==> src/rtl/lr35902_snd_seq.sv <==
// LR35902 sound frame sequencer: divides clk to the 512 Hz step rate and owns
// the per-voice length counters, volume envelopes and NR52 active flags.
module lr35902_snd_seq #(
  parameter int STEP_DIV = 8192
) (
  input  logic        clk,
  input  logic        reset_n,
  input  logic        master_ena,
  input  logic [3:0]  trig,
  input  logic [3:0]  len_load,
  input  logic [7:0]  len_din,
  input  logic [3:0]  cntlen,
  input  logic [11:0] env_init,
  input  logic [2:0]  env_inc,
  input  logic [8:0]  env_time,
  input  logic        voc1_kill,
  output logic [3:0]  voc_active,
  output logic [11:0] env_vol,
  output logic [2:0]  step,
  output logic        len_tick,
  output logic        sweep_tick,
  output logic        env_tick
);

  localparam int DivW = $clog2(STEP_DIV);
  localparam logic [DivW-1:0] DivLast = DivW'(STEP_DIV - 1);

  logic [DivW-1:0] div_q, div_d;
  logic [2:0]      step_q, step_d;
  logic [3:0]      act_q, act_d;
  logic [7:0]      len_q [4];
  logic [7:0]      len_d [4];
  logic [3:0]      vol_q [3];
  logic [3:0]      vol_d [3];
  logic [2:0]      per_q [3];
  logic [2:0]      per_d [3];
  logic            tick;
  logic [3:0]      dacGate;

  // Voice 3 uses the full 8-bit length; the others are 6-bit.
  function automatic logic [7:0] lenMax(input int v);
    return (v == 2) ? 8'hFF : 8'h3F;
  endfunction

  // Envelope slot k drives voices 1, 2 and 4 (indices 0, 1, 3).
  function automatic int envVoice(input int k);
    return (k == 2) ? 3 : k;
  endfunction

  assign tick       = (div_q == DivLast);
  assign len_tick   = tick & ~step_q[0];
  assign sweep_tick = tick & ((step_q == 3'd2) | (step_q == 3'd6));
  assign env_tick   = tick & (step_q == 3'd7);

  assign dacGate = {(|env_init[11:8]) | env_inc[2],
                    1'b1,
                    (|env_init[7:4]) | env_inc[1],
                    (|env_init[3:0]) | env_inc[0]};

  assign voc_active = act_q;
  assign step       = step_q;
  assign env_vol    = {vol_q[2], vol_q[1], vol_q[0]};

  // Divider, length counters and active flags; trigger beats a wrap, kill and
  // a closed DAC gate beat the trigger.
  always_comb begin
    div_d  = tick ? '0 : div_q + DivW'(1);
    step_d = step_q + {2'b00, tick};
    act_d  = act_q;
    for (int i = 0; i < 4; i++) begin
      len_d[i] = len_q[i];
      if (len_load[i]) begin
        len_d[i] = len_din & lenMax(i);
      end else if (len_tick && cntlen[i] && act_q[i]) begin
        if (len_q[i] == lenMax(i)) begin
          len_d[i] = 8'd0;
          act_d[i] = 1'b0;
        end else begin
          len_d[i] = len_q[i] + 8'd1;
        end
      end
      if (trig[i]) act_d[i] = 1'b1;
      if (!dacGate[i]) act_d[i] = 1'b0;
    end
    if (voc1_kill) act_d[0] = 1'b0;
  end

  // Envelopes step only on expiry of their period and saturate at 0 and 15.
  always_comb begin
    for (int k = 0; k < 3; k++) begin
      vol_d[k] = vol_q[k];
      per_d[k] = per_q[k];
      if (trig[envVoice(k)]) begin
        vol_d[k] = env_init[4*k +: 4];
        per_d[k] = env_time[3*k +: 3];
      end else if (env_tick && (env_time[3*k +: 3] != 3'd0) && act_q[envVoice(k)]) begin
        if (per_q[k] <= 3'd1) begin
          per_d[k] = env_time[3*k +: 3];
          if (env_inc[k]) begin
            if (vol_q[k] != 4'hF) vol_d[k] = vol_q[k] + 4'd1;
          end else if (vol_q[k] != 4'h0) begin
            vol_d[k] = vol_q[k] - 4'd1;
          end
        end else begin
          per_d[k] = per_q[k] - 3'd1;
        end
      end
    end
  end

  always_ff @(posedge clk) begin
    if (!reset_n || !master_ena) begin
      div_q  <= '0;
      step_q <= '0;
      act_q  <= '0;
      for (int i = 0; i < 4; i++) len_q[i] <= '0;
      for (int k = 0; k < 3; k++) begin
        vol_q[k] <= '0;
        per_q[k] <= '0;
      end
    end else begin
      div_q  <= div_d;
      step_q <= step_d;
      act_q  <= act_d;
      for (int i = 0; i < 4; i++) len_q[i] <= len_d[i];
      for (int k = 0; k < 3; k++) begin
        vol_q[k] <= vol_d[k];
        per_q[k] <= per_d[k];
      end
    end
  end

endmodule

==> config.mk <==
export PLATFORM = sky130hd
export DESIGN_NAME = lr35902_snd_seq
export DESIGN_NICKNAME = d
export VERILOG_FILES = /design/src/rtl/lr35902_snd_seq.sv
export SDC_FILE = /design/constraint.sdc
export NUM_CORES = 1
export LEC_CHECK = 0
export ABC_AREA = 1
export BUFFER_PORTS_ARGS = -buffer_cell sky130_fd_sc_hd__buf_2
export CELL_PAD_IN_SITES_DETAIL_PLACEMENT = 1
export CELL_PAD_IN_SITES_GLOBAL_PLACEMENT = 1
export CORE_UTILIZATION = 40
export CTS_CLUSTER_SIZE = 28
export DETAILED_ROUTE_END_ITERATION = 8
export GPL_TIMING_DRIVEN = 0
export MAX_ROUTING_LAYER = met4
export PLACE_DENSITY = 0.86
export REMOVE_ABC_BUFFERS = 1
export SLEW_MARGIN = 0
export SYNTH_ARGS = -nofsm -noshare
export SYNTH_HDL_FRONTEND = slang
export SYNTH_SLANG_ARGS = --single-unit
==> constraint.sdc <==
create_clock -name clk -period 2.7 [get_ports clk]
set_clock_uncertainty 0.15 [all_clocks]
set_input_delay 0.135 -clock clk [delete_from_list [all_inputs] [get_ports clk]]
set_output_delay 0.135 -clock clk [all_outputs]
set_load 0.01 [all_outputs]
## After elaboration in Yosys (flattened, before gate mapping)

Memories as Yosys holds them, arrays and structs flattened.
Index checks and enable logic that the tools add are counted.

- Bitwise logic cells: 21
- Reductions and logical operators: 42
- Equality and inequality tests: 15
- Order comparisons: 3
- Multiplexer cells: 68
- Add/sub/neg operators: 15

Operator list:

| kind | number |
|---|---|
| 8-bit two-way mux | 16 |
| 4-bit two-way mux | 21 |
| 3-bit two-way mux | 12 |
| 8-bit by 1-bit adder with 8-bit output (second input constant) | 4 |
| 8-bit by 6-bit equality test with 1-bit output (second input constant) | 3 |
| 1-bit two-way mux | 19 |
| 2-bit nonzero test | 8 |
| 1-bit logical AND | 14 |
| 1-bit bitwise OR | 14 |
| 13-bit by 1-bit adder with 13-bit output (second input constant) | 1 |
| 13-bit equality test (second input constant) | 1 |
| 4-bit by 1-bit adder with 4-bit output (second input constant) | 3 |
| 4-bit inequality test (second input constant) | 3 |
| 3-bit AND reduction | 4 |
| 4-bit nonzero test | 3 |
| 4-bit OR reduction | 3 |
| 4-bit by 1-bit subtractor with 4-bit output (second input constant) | 3 |
| 3-bit by 1-bit <= comparator with 1-bit output (second input constant) | 3 |
| 3-bit nonzero test | 3 |
| 3-bit by 1-bit subtractor with 3-bit output (second input constant) | 3 |
| 8-bit equality test (second input constant) | 1 |
| 2-bit inequality test (second input constant) | 4 |
| 3-bit equality test (second input constant) | 2 |
| 2-bit OR reduction | 3 |
| other kinds (7) | 13 |

- Memories: 3
- Output and inout port bits: 22
- Logic and storage cells: 173
- Flip-flop bits (word level): 20
- Input port bits: 48
- Bits in writable memories: 53

Memory list:

| memory | words | bits a word | read ports | clocked after Yosys merged registers in | write ports | RTL line | RTL |
|---|---|---|---|---|---|---|---|
| len_q | 4 | 8 | 4 | 0 | 4 | 31 | `logic [7:0] len_q [4];` |
| vol_q | 3 | 4 | 3 | 0 | 3 | 33 | `logic [3:0] vol_q [3];` |
| per_q | 3 | 3 | 3 | 0 | 3 | 35 | `logic [2:0] per_q [3];` |

## Depth between registers and ports, before layout

An unclocked memory read counts as a cell.

- Word-level depth: 8
- Depth in mapped cells: 12
- Gate-level depth less buffers: 12

## Least setup slack after synthesis

No wires, ideal clock.

- Path kind: register to register
- From: register div_q[0]
- To: memory len_q[0][2]
- Buffers on the path: 0
- Required time: 2,476 ps
- Library setup time: 74 ps
- Slack: 490 ps
- Period minus slack after synthesis: 2,210 ps
- Data arrival time: 1,986 ps
- Cell stages (with the launch flop): 12
- Cell sequence: dfxtp_1 ha_1 nand2_2 nor2_4 nand2_4 nor2_8 ha_1 nand3_1 nor2_1 a21boi_1 nand2_1 a31oi_1

RTL lines:

| element | RTL line | RTL |
|---|---|---|
| start: declaration | 28 | `logic [DivW-1:0] div_q, div_d;` |
| start signal: assignment | 122 | `div_q <= div_d;` |
| end: declaration | 31 |  |

==> impl_metrics.yaml <==
outcome:
  outcome: "completed"
floorplan:
  die_width_um: 107
  die-area_um2: 11500
  i_o_pin_total: 70
  floorplan.die.height_um: 107
  floorplan.initialDensity: 0.410
  placementRows: 38
  core-area_um2: 10800
yosys:
  postSynthCellCount: 647
  synth-xor-area-share: 0.0594
  synth_compound_gate_area_share: 0.122
  synth-seq-area-share: 0.330
  synthMuxAreaShare: 0.00226
  synth_seq_cells: 73
  area_share_of_and_or_nand_nor_cells_after_synthesis: 0.330
  synthesis.area_per_instance_um2: 6.84
  synth_cell_type_count: 41
  synth-adder-area-share: 0.0701
  area_of_the_mapped_netlist_um2: 4430
  synth.yosys.warnings: 0
  synth_top_family_by_area: "simple AND/OR/NAND/NOR gates"
global_route:
  grt_pass1_wl_um: 21200
  first_global_vias: 4804
  number_of_antenna_violations_at_the_first_check_in_global_routing: 0
  grt.total_usage: 0.240
  gr-total-overflow: 0
  grt_start_max_net_pins: 34
route:
  dr.first_iter.drc_count: 98
  wirelength_per_cell_um: 14.2
  antenna_violating_nets_left: 0
  total_wirelength_um: 12700
  num_vias: 4561
  via_per_inst: 5.09
  drt_drc_violations_left: 0
  dr.pass1.iters: 5
power:
  standby_leakage_power_uw: 0.00244
  powerDensity_nw_per_um2: 458
  vdd.ir_drop.worst_v: 0.000212
finish:
  fin_cells: 896
  final_nets: 822
  antennaDiodeCount: 0
  synthToLayoutAreaGrowth_pct: 23.6
  final_core_utilization: 0.507
  layout-drive-gt1-share: 0.148
critical_path:
  start_kind: "flop"
  critPathCaptureType: "flop"
  arrival_ns: 2.60
  startpoint: "div_q[0]$_SDFF_PP0_"
  worstPathRequired_ns: 2.84
  regToRegSetupSlack_ns: 0.23
  criticalPathCategory: "reg -> reg"
  worstRegToRegCells: 11
  r2r-end: "len_q[0][5]$_SDFFE_PP0P_"
  reg_to_reg_critical_path_startpoint: "div_q[0]$_SDFF_PP0_"
  worst-path-max-fanout: 7
hold_path:
  min-delay-start: "env_time[0]"
  holdCritPathClass: "in -> reg"
  hold_path_depth: 5
  hold_path_end: "per_q[0][0]$_SDFFE_PP0P_"
clock_tree:
  tritoncts_buffers: 9
  cts.root.buffer_cell: "sky130_fd_sc_hd__clkbuf_8"
  cts_tree: "done"
  cts.sinks: 73
  buffers_inserted_during_post_cts_setup_optimization: 0
  cts.path.max_buffers: 2
  h-tree-depth: 3
  later_pin_clock_latency_in_the_skew_report_ns: 0.38
  clock_pin_slew_on_the_worst_setup_and_hold_paths_ns: 0.08
placement:
  globalplace.congestion: 0.825
  dp_hpwl_um: 9070
  numPlacedInstances: 848
  buffer_ports.inserted: 69
sta:
  slew_at_the_pin_with_the_worst_max_slew_slack_ns: 1.25
  grt_setup_unrepaired: "false"
  fin_crit_ns: 2.47
  period_utilization: 0.914
  timing.final.setup_violations: 0
  slew_violations: 0
  hold-worst-slack_ns: 0.0122
  hold_viol: 0
  max_slew_margin: 0.167
  maximum_operating_frequency_mhz: 405
flow_run:
  maxCapViolCount: 0
-- sequential cells by signal (all words and copies together) (netlist names) --
signal,count
len_q,32
div_q,13
vol_q,12
per_q,9
voc_active,4
step,3
-- through the flow --
stage	area, µm²	setup slack, ns	power [µW]	TNS [ns]
finish	5470	0.232	2510	0
CTS	5450	0.0553	2530	0
global route	5470	0.0279	2620	0
floorplan	4380	0.477	1380	0
detailed placement	4900	-0.0802	1510	-0.439
global placement	4900	0.0207	1490	0
-- per-layer routing --
layer / up-vias / part of all wire / GRT usage
met3: 28 / 0.027 / 0.0383
met1: 2175 / 0.44 / 0.266
met4: 0 / 0.025 / 0.119
met5: - / 0 / -
met2: 71 / 0.51 / 0.418
li1: 2287 / - / -
-- logic make-up after synthesis --
group / Yosys count
compound gates: 98
simple gates: 325
flops: 73
buf+inv: 97
xor+xnor: 30
mux: 1
fa+ha+maj: 23
-- critical path: stages, from the launching register on --
cell,delay [ns]
sky130_fd_sc_hd__dfxtp_1,0.37
sky130_fd_sc_hd__ha_1,0.20
sky130_fd_sc_hd__nand2_2,0.09
sky130_fd_sc_hd__nor2_4,0.13
sky130_fd_sc_hd__nand2_4,0.09
sky130_fd_sc_hd__nor2_8,0.19
sky130_fd_sc_hd__ha_4,0.22
sky130_fd_sc_hd__nand3_1,0.17
sky130_fd_sc_hd__nor2_1,0.21
sky130_fd_sc_hd__a21boi_2,0.29
sky130_fd_sc_hd__a31oi_1,0.14
sky130_fd_sc_hd__nor2_1,0.11
-- cells in the mapped netlist (all sizes together) --
cell	n	area, µm²
xor2	13	114
nor4	4	25.0
nand3b	3	22.5
nand4	7	43.8
o41ai	1	8.76
nor3b	2	15.0
nand2	162	666
dfxtp	73	1460
fa	3	60.1
a21oi	34	170
mux2i	1	10.0
inv	89	334
o21a	2	15.0
nor2	94	382
nand3	36	200
buf	3	15.0
a21boi	1	7.51
nor3	15	96.4
o21ai	37	185
a31oi	15	100
clkbuf	5	28.8
o22ai	4	25.0
a21o	1	7.51
a211oi	2	15.0
or2	2	12.5
ha	20	250
a22oi	1	7.51
xnor2	17	149
-- layout by cell type, fill, tap and decap left out, types with 7 or more instances in the layout --
cell / n
sky130_fd_sc_hd__clkbuf_8: 9
sky130_fd_sc_hd__buf_2: 69
sky130_fd_sc_hd__xor2_1: 13
sky130_fd_sc_hd__nand2_4: 7
sky130_fd_sc_hd__inv_1: 87
sky130_fd_sc_hd__nand2_1: 153
sky130_fd_sc_hd__xnor2_1: 17
sky130_fd_sc_hd__nand3_1: 32
sky130_fd_sc_hd__nor2_1: 90
sky130_fd_sc_hd__nand4_1: 7
sky130_fd_sc_hd__a31oi_1: 14
sky130_fd_sc_hd__a21oi_1: 34
sky130_fd_sc_hd__o21ai_0: 36
sky130_fd_sc_hd__nor3_1: 11
sky130_fd_sc_hd__dfxtp_1: 73
sky130_fd_sc_hd__dlygate4sd3_1: 32
sky130_fd_sc_hd__ha_1: 19
-- power breakdown --
group	total [µW]	switching [µW]	internal, µW
registers	1150	37.4	1110
clock network	982	462	520
logic	377	218	160
-- how the worst max path moves through the flow --
stage                                    end  slack [ns]  cells after the start
finish              len_q[0][5]$_SDFFE_PP0P_        0.23                     11
global route        len_q[3][1]$_SDFFE_PP0P_        0.03                     12
detailed placement  len_q[0][3]$_SDFFE_PP0P_       -0.08                     11
CTS                 len_q[3][1]$_SDFFE_PP0P_        0.06                     12
floorplan           len_q[0][0]$_SDFFE_PP0P_        0.48                     11
global placement    len_q[0][0]$_SDFFE_PP0P_        0.02                     11
-- area by class of cell --
type | instances | area [µm²]
clock buffers | 9 | 124
clock inverters | 7 | 95.1
fillers | 1396 | 5320
inverters | 89 | 334
multi-input cells | 477 | 2620
flip-flops and latches | 73 | 1460
well taps | 140 | 175
repair buffers | 101 | 666
-- what timing repair did --
item,in CTS,in global routing
hold buffers,32,0
setup endpoints to repair,12,17
endpoints found under the hold margin,33,0
gates resized for setup,2,3
Power figures use the tool's default switching activity.
